### src/rtl/seg7_pkg.sv
// Shared 7-segment types and the active-low pattern table ({g,f,e,d,c,b,a}),
// used by the pair decoder and the display drivers.
package seg7_pkg;

    typedef logic [6:0] seg_t;
    typedef logic [3:0] bcd_t;

    localparam int   NUM_DIGITS = 10;
    localparam seg_t SEG_BLANK  = 7'b1111111;

    localparam seg_t SEG_DIGIT [NUM_DIGITS] = '{
        7'b1000000,  // 0
        7'b1111001,  // 1
        7'b0100100,  // 2
        7'b0110000,  // 3
        7'b0011001,  // 4
        7'b0010010,  // 5
        7'b0000010,  // 6
        7'b1111000,  // 7
        7'b0000000,  // 8
        7'b0011000   // 9
    };

    // illegal excludes blank so each position can decide what blank means
    typedef struct packed {
        bcd_t digit;
        logic illegal;
        logic is_blank;
    } digit_dec_t;

endpackage

### src/rtl/seg7_pair_decoder_if.sv
// Valid/ready bus of the pair decoder: pattern pair in, binary value and error status out.
interface seg7_pair_decoder_if
    import seg7_pkg::*;
#(
    parameter int ERR_W = 8
) ();

    logic             in_valid;
    logic             in_ready;
    seg_t             d1_seg;
    seg_t             d0_seg;
    logic             out_valid;
    logic             out_ready;
    logic [6:0]       out_value;
    logic             out_err;
    logic [ERR_W-1:0] err_count;

    modport slave (
        input  in_valid, d1_seg, d0_seg, out_ready,
        output in_ready, out_valid, out_value, out_err, err_count
    );

    modport master (
        output in_valid, d1_seg, d0_seg, out_ready,
        input  in_ready, out_valid, out_value, out_err, err_count
    );

endinterface

### src/rtl/seg7_digit_decode.sv
// Combinational lookup of one active-low segment pattern to a BCD digit.
// Blank decodes to digit 0 with is_blank set; anything else not in the table is illegal.
module seg7_digit_decode
    import seg7_pkg::*;
(
    input  seg_t       i_seg,
    output digit_dec_t o_dec
);

    logic w_match;

    // NOTE: every output gets a default before the loop; otherwise a pattern
    // that matches nothing would leave them unassigned and infer a latch.
    always_comb begin
        w_match        = 1'b0;
        o_dec.digit    = '0;
        o_dec.is_blank = (i_seg == SEG_BLANK);
        for (int i = 0; i < NUM_DIGITS; i++) begin
            if (i_seg == SEG_DIGIT[i]) begin
                w_match     = 1'b1;
                o_dec.digit = bcd_t'(i);
            end
        end
        o_dec.illegal = !w_match && !o_dec.is_blank;
    end

endmodule

### src/rtl/seg7_pair_decoder.sv
// Two-stage valid/ready decoder: tens/ones segment patterns -> binary 0..99 plus error flag.
// Define SEG_BLANK_ZERO_EN to treat a blank tens pattern as 0 (leading-zero suppression).
module seg7_pair_decoder
    import seg7_pkg::*;
#(
    parameter int ERR_W = 8
) (
    input  logic                clk,
    input  logic                rst,
    seg7_pair_decoder_if.slave  io_bus
);

    digit_dec_t       w_dec_tens;
    digit_dec_t       w_dec_ones;
    logic             w_tens_err;
    logic             w_ones_err;
    logic             w_s1_adv;
    logic             w_s2_adv;
    logic             w_out_fire;
    logic [6:0]       w_tens_x10;
    logic [6:0]       w_sum;

    logic             r_s1_valid;
    bcd_t             r_s1_tens;
    bcd_t             r_s1_ones;
    logic             r_s1_err;
    logic             r_s2_valid;
    logic [6:0]       r_s2_value;
    logic             r_s2_err;
    logic [ERR_W-1:0] r_err_count;

    seg7_digit_decode u_dec_tens (.i_seg(io_bus.d1_seg), .o_dec(w_dec_tens));
    seg7_digit_decode u_dec_ones (.i_seg(io_bus.d0_seg), .o_dec(w_dec_ones));

`ifdef SEG_BLANK_ZERO_EN
    assign w_tens_err = w_dec_tens.illegal;
`else
    assign w_tens_err = w_dec_tens.illegal || w_dec_tens.is_blank;
`endif
    // a blank ones digit never carries a value
    assign w_ones_err = w_dec_ones.illegal || w_dec_ones.is_blank;

    assign w_s2_adv   = !r_s2_valid || io_bus.out_ready;
    assign w_s1_adv   = !r_s1_valid || w_s2_adv;
    assign w_out_fire = r_s2_valid && io_bus.out_ready;

    // NOTE: state registers use non-blocking assignments so every stage samples
    // the pre-edge value of the stage feeding it.
    always_ff @(posedge clk) begin
        if (rst) begin
            r_s1_valid <= 1'b0;
        end else if (w_s1_adv) begin
            r_s1_valid <= io_bus.in_valid;
        end
    end

    // NOTE: stage-1 payload needs no reset; it is qualified by r_s1_valid,
    // which is reset, so dropping the reset keeps these plain enable flops.
    always_ff @(posedge clk) begin
        if (w_s1_adv && io_bus.in_valid) begin
            r_s1_tens <= w_dec_tens.digit;
            r_s1_ones <= w_dec_ones.digit;
            r_s1_err  <= w_tens_err || w_ones_err;
        end
    end

    assign w_tens_x10 = ({3'b000, r_s1_tens} << 3) + ({3'b000, r_s1_tens} << 1);
    assign w_sum      = w_tens_x10 + {3'b000, r_s1_ones};

    always_ff @(posedge clk) begin
        if (rst) begin
            r_s2_valid <= 1'b0;
            r_s2_value <= '0;
            r_s2_err   <= 1'b0;
        end else if (w_s2_adv) begin
            r_s2_valid <= r_s1_valid;
            if (r_s1_valid) begin
                r_s2_value <= r_s1_err ? 7'd0 : w_sum;
                r_s2_err   <= r_s1_err;
            end
        end
    end

    always_ff @(posedge clk) begin
        if (rst) begin
            r_err_count <= '0;
        end else if (w_out_fire && r_s2_err && (r_err_count != '1)) begin
            r_err_count <= r_err_count + ERR_W'(1);
        end
    end

    assign io_bus.in_ready  = w_s1_adv;
    assign io_bus.out_valid = r_s2_valid;
    assign io_bus.out_value = r_s2_value;
    assign io_bus.out_err   = r_s2_err;
    assign io_bus.err_count = r_err_count;

endmodule
### src/flat_wrapper.sv
// flat-port wrapper written by rule: the top's interface ports become plain ports
module seg7_pair_decoder_flat import seg7_pkg::*;
#(
    parameter int ERR_W = 8
)
  (clk, rst, io_bus_in_valid, io_bus_d1_seg, io_bus_d0_seg, io_bus_out_ready, io_bus_in_ready, io_bus_out_valid, io_bus_out_value, io_bus_out_err, io_bus_err_count);
  seg7_pair_decoder_if #(.ERR_W(ERR_W)) io_bus_i ();
  input  logic clk;
  input  logic rst;
  input wire logic [$bits(io_bus_i.in_valid)-1:0] io_bus_in_valid;
  input wire logic [$bits(io_bus_i.d1_seg)-1:0] io_bus_d1_seg;
  input wire logic [$bits(io_bus_i.d0_seg)-1:0] io_bus_d0_seg;
  input wire logic [$bits(io_bus_i.out_ready)-1:0] io_bus_out_ready;
  output wire logic [$bits(io_bus_i.in_ready)-1:0] io_bus_in_ready;
  output wire logic [$bits(io_bus_i.out_valid)-1:0] io_bus_out_valid;
  output wire logic [$bits(io_bus_i.out_value)-1:0] io_bus_out_value;
  output wire logic [$bits(io_bus_i.out_err)-1:0] io_bus_out_err;
  output wire logic [$bits(io_bus_i.err_count)-1:0] io_bus_err_count;
  assign io_bus_i.in_valid = io_bus_in_valid;
  assign io_bus_i.d1_seg = io_bus_d1_seg;
  assign io_bus_i.d0_seg = io_bus_d0_seg;
  assign io_bus_i.out_ready = io_bus_out_ready;
  assign io_bus_in_ready = io_bus_i.in_ready;
  assign io_bus_out_valid = io_bus_i.out_valid;
  assign io_bus_out_value = io_bus_i.out_value;
  assign io_bus_out_err = io_bus_i.out_err;
  assign io_bus_err_count = io_bus_i.err_count;
  seg7_pair_decoder #(.ERR_W(ERR_W)) u_core (.clk(clk), .rst(rst), .io_bus(io_bus_i));
endmodule
### config.mk
export PLATFORM = sky130hd
export DESIGN_NAME = seg7_pair_decoder_flat
export DESIGN_NICKNAME = d
export VERILOG_FILES = /design/src/rtl/seg7_pkg.sv /design/src/rtl/seg7_pair_decoder_if.sv /design/src/rtl/seg7_digit_decode.sv /design/src/rtl/seg7_pair_decoder.sv /design/src/flat_wrapper.sv
export SDC_FILE = /design/constraint.sdc
export NUM_CORES = 1
export LEC_CHECK = 0
export ABC_AREA = 0
export ABC_CLOCK_PERIOD_IN_PS = 3500
export BUFFER_PORTS_ARGS = -buffer_cell sky130_fd_sc_hd__buf_4
export CAP_MARGIN = 15
export CORE_MARGIN = 2
export CORE_UTILIZATION = 40
export DETAILED_ROUTE_END_ITERATION = 10
export PLACE_DENSITY = 0.69
export SLEW_MARGIN = 30
export SYNTH_ARGS = -nofsm -noshare
export SYNTH_HDL_FRONTEND = slang
export SYNTH_HIERARCHICAL = 1
export SYNTH_SLANG_ARGS = --single-unit
### constraint.sdc
create_clock -name clk -period 3.5 [get_ports clk]
set_input_delay 0.35 -clock clk [delete_from_list [all_inputs] [get_ports clk]]
set_output_delay 0.35 -clock clk [all_outputs]
set_load 0.01 [all_outputs]
==> results.md <==
* Worst min path class: in2reg
* Drc violations at 0
* Core Rows at 25
* Synth Cell Area at 1940 um^2
* Commonest non-fill, non-tap cells in the layout: buf_4 (36), dfxtp_1 (18), a21oi_1 (14), inv_1 (11)
* Worst setup EP type: flop
* RSZ-0062 raised after global routing: no
* Count of buffers inserted at the top-level ports at 35
* Number of CTS-inserted buffers at 3
* Area delta synth->final at 14.9%
* GPL Wtd Cong at 0.874
* Crit path arrival time at 2.43 ns
* Via count at 1647
* Starting DRT DRC Count at 129
* Worst Skew at 0.00352 ns
* IO Count at 36
* Vias/cell at 5.66
* Inserted Diodes at 0
* Largest net degree at the start of global routing at 26
* Worst Path Required at 3.70 ns
* Post-layout min period at 2.22 ns
* Final core utilization at 47.5%
* Post-CTS Setup Inserts at 0
* Post_cts resized at 0
* P_leak at 0.818 nW
* Area fraction of the dominant cell type after synthesis at 18.6%
* Hold Crit Depth at 3
* TritonCTS Sinks at 27
* Worst skew pair latency at 0.27 ns
* Die Width at 73.6 um
* Clk slew on worst S/H paths at 0.09 ns
* Max rail drop VDD at 0.000162 V
* HPWL Detailed at 2820 um
* Die Span Y at 73.6 um
* Status: finished, final reports clean
* Total grt overflow at 0
* Slew HR at 74.4%
* Synth area leader: dfxtp_1
* Synth warn at 6
* DR pass1 iterations at 4
* Placed cell areas at 2180 um^2
* Max cap viols at 0
* Critical Path Fanout Max at 2
* Number of routed nets with antenna violations at 0
* Most common cell after layout, fill and taps aside: buf_4
* Initial antenna violation count at 0
* Slew @ Worst Pin at 0.375 ns
* Post-synthesis sequential area ratio at 32.5%
* Post-Synthesis Cells at 211
* Root Driver: clkbuf_8
* GRT Total Usage at 15.1%
* Yosys cell types at 49
* Die area at 5420 um^2
* H-tree depth reported by CTS at 1
* FF-to-FF path depth at 7
* Hold buffer count at cts at 0
* Pwr Density at 279 nW/um^2
* Synth area leaders: dfxtp_1 (19%), edfxtp_1 (14%), ha_1 (5.2%), a21oi_1 (3.6%), nor4_1 (3.2%)
* Synth Net Count at 239
* Average cell area after synthesis at 9.19 um^2
* CTS tree: done
* Number of enable flip-flop cells after synthesis at 9
* Setup Viol. Count Final at 0
* Longest Clk Path Bufs at 2
* Via count of the first global-routing pass at 1536
* Final hold violations at 0
* Layout Nets at 266
* Core Area at 4690 um^2
* Fin crit share at 63.6%
* WL final at 3810 um
* Top_reg_cell synth: dfxtp_1
* Final instance area at 2230 um^2
* Max Slew Vio Count at 0
* Setup TNS at 0 ns
* Post-synth ARST share at 0%
* Seq cells post-synth at 27
* Total power at 0.621 mW
* Startpoint types: flop
* Fmax at 450 MHz
* First-pass GRT wire length at 6650 um
* Worst setup path class: reg2reg
* Layout cell share with drive strength beyond 1 at 24.5%
* WL/cell at 13.1 um
* Starting density of the core at 41.3%
* # fillers at 452
[power by group]
group	switching (mW)	internal, mW
registers	0.00618	0.331
logic	0.0622	0.0490
clock network	0.0931	0.0797
[stage by stage]
| step | hold WS [ns] | cells | worst slack [ns] |
|---|---|---|---|
| floorplan | 0.467 | 211 | 1.39 |
| global placement | 0.461 | 287 | 1.35 |
| detailed placement | 0.467 | 287 | 1.30 |
| CTS | 0.286 | 291 | 1.28 |
| global route | 0.330 | 291 | 1.22 |
| finish | 0.294 | 291 | 1.28 |
[per-layer routing]
metal	part of all wire, %	vias to the layer above	global-route usage, %
met2	46	41	24.3
li1	-	852	-
met5	0	-	0
met4	1.0	0	4.04
met3	3.6	4	2.06
met1	49	750	21.1
[cells in the mapped netlist, types with 3 or more instances]
| master | number |
|---|---|
| a21oi_1 | 14 |
| a31oi_1 | 4 |
| and2_1 | 5 |
| buf_2 | 4 |
| buf_6 | 4 |
| clkbuf_1 | 3 |
| dfxtp_1 | 18 |
| edfxtp_1 | 9 |
| ha_1 | 8 |
| inv_1 | 11 |
| nand2_1 | 4 |
| nand2b_1 | 7 |
| nand3_1 | 6 |
| nand4_1 | 6 |
| nand4b_1 | 6 |
| nor2_1 | 10 |
| nor2b_1 | 3 |
| nor3_1 | 6 |
| nor3b_1 | 7 |
| nor4_1 | 10 |
| o21ai_0 | 7 |
| o31a_1 | 3 |
| or2_4 | 4 |
| or3_1 | 4 |
| xnor2_1 | 3 |
| xor2_1 | 6 |
[cell type report]
type                       instances  area [um^2]  area share (%)
clock inverter                     1         5.00           0.225
multi-input combinational        159         1170            52.6
clock buffer                       3         41.3            1.85
timing repair buffer              36          270            12.1
tap                               54         67.6            3.03
sequential                        27          631            28.3
inverter                          11         41.3            1.85
[worst max-delay path, stage by stage, from the launching register on]
cell and delay [ns]:
edfxtp_1 0.36, inv_1 0.07, fa_1 0.53, inv_1 0.07, fa_1 0.46, xnor2_1 0.14, or4_1 0.39, a21oi_1 0.15
[path summary, 6_finish.rpt]
| check | from | to | slack (ns) |
|---|---|---|---|
| setup / recovery | u_core/r_s1_tens[0] | u_core/io_bus.out_value[4] | 1.28 |
| hold / removal | io_bus_in_valid | u_core/r_s1_valid | 0.29 |
| setup reg to reg | u_core/r_s1_tens[0] | u_core/io_bus.out_value[4] | 1.28 |
| hold reg to reg | u_core/io_bus.out_value[3] | u_core/io_bus.out_value[3] | 0.48 |
[sequential cells by signal, indices dropped and copies added, names as in the netlist]
| signal | flops |
|---|---|
| u_core/r_s1_ones | 4 |
| u_core/r_s1_err | 1 |
| u_core/r_s1_valid | 1 |
| u_core/io_bus.out_err | 1 |
| u_core/io_bus.out_valid | 1 |
| u_core/r_s1_tens | 4 |
| u_core/io_bus.err_count | 8 |
| u_core/io_bus.out_value | 7 |
[cell families after synthesis]
logic type	Yosys count	share of synthesized area, %
fa+ha+maj	10	7.23
buf+inv	25	7.04
mux	3	1.68
compound gates	48	17.6
xor+xnor	9	4.07
simple gates	89	29.8
flops	27	32.5
(Power assumes the default switching activity.)
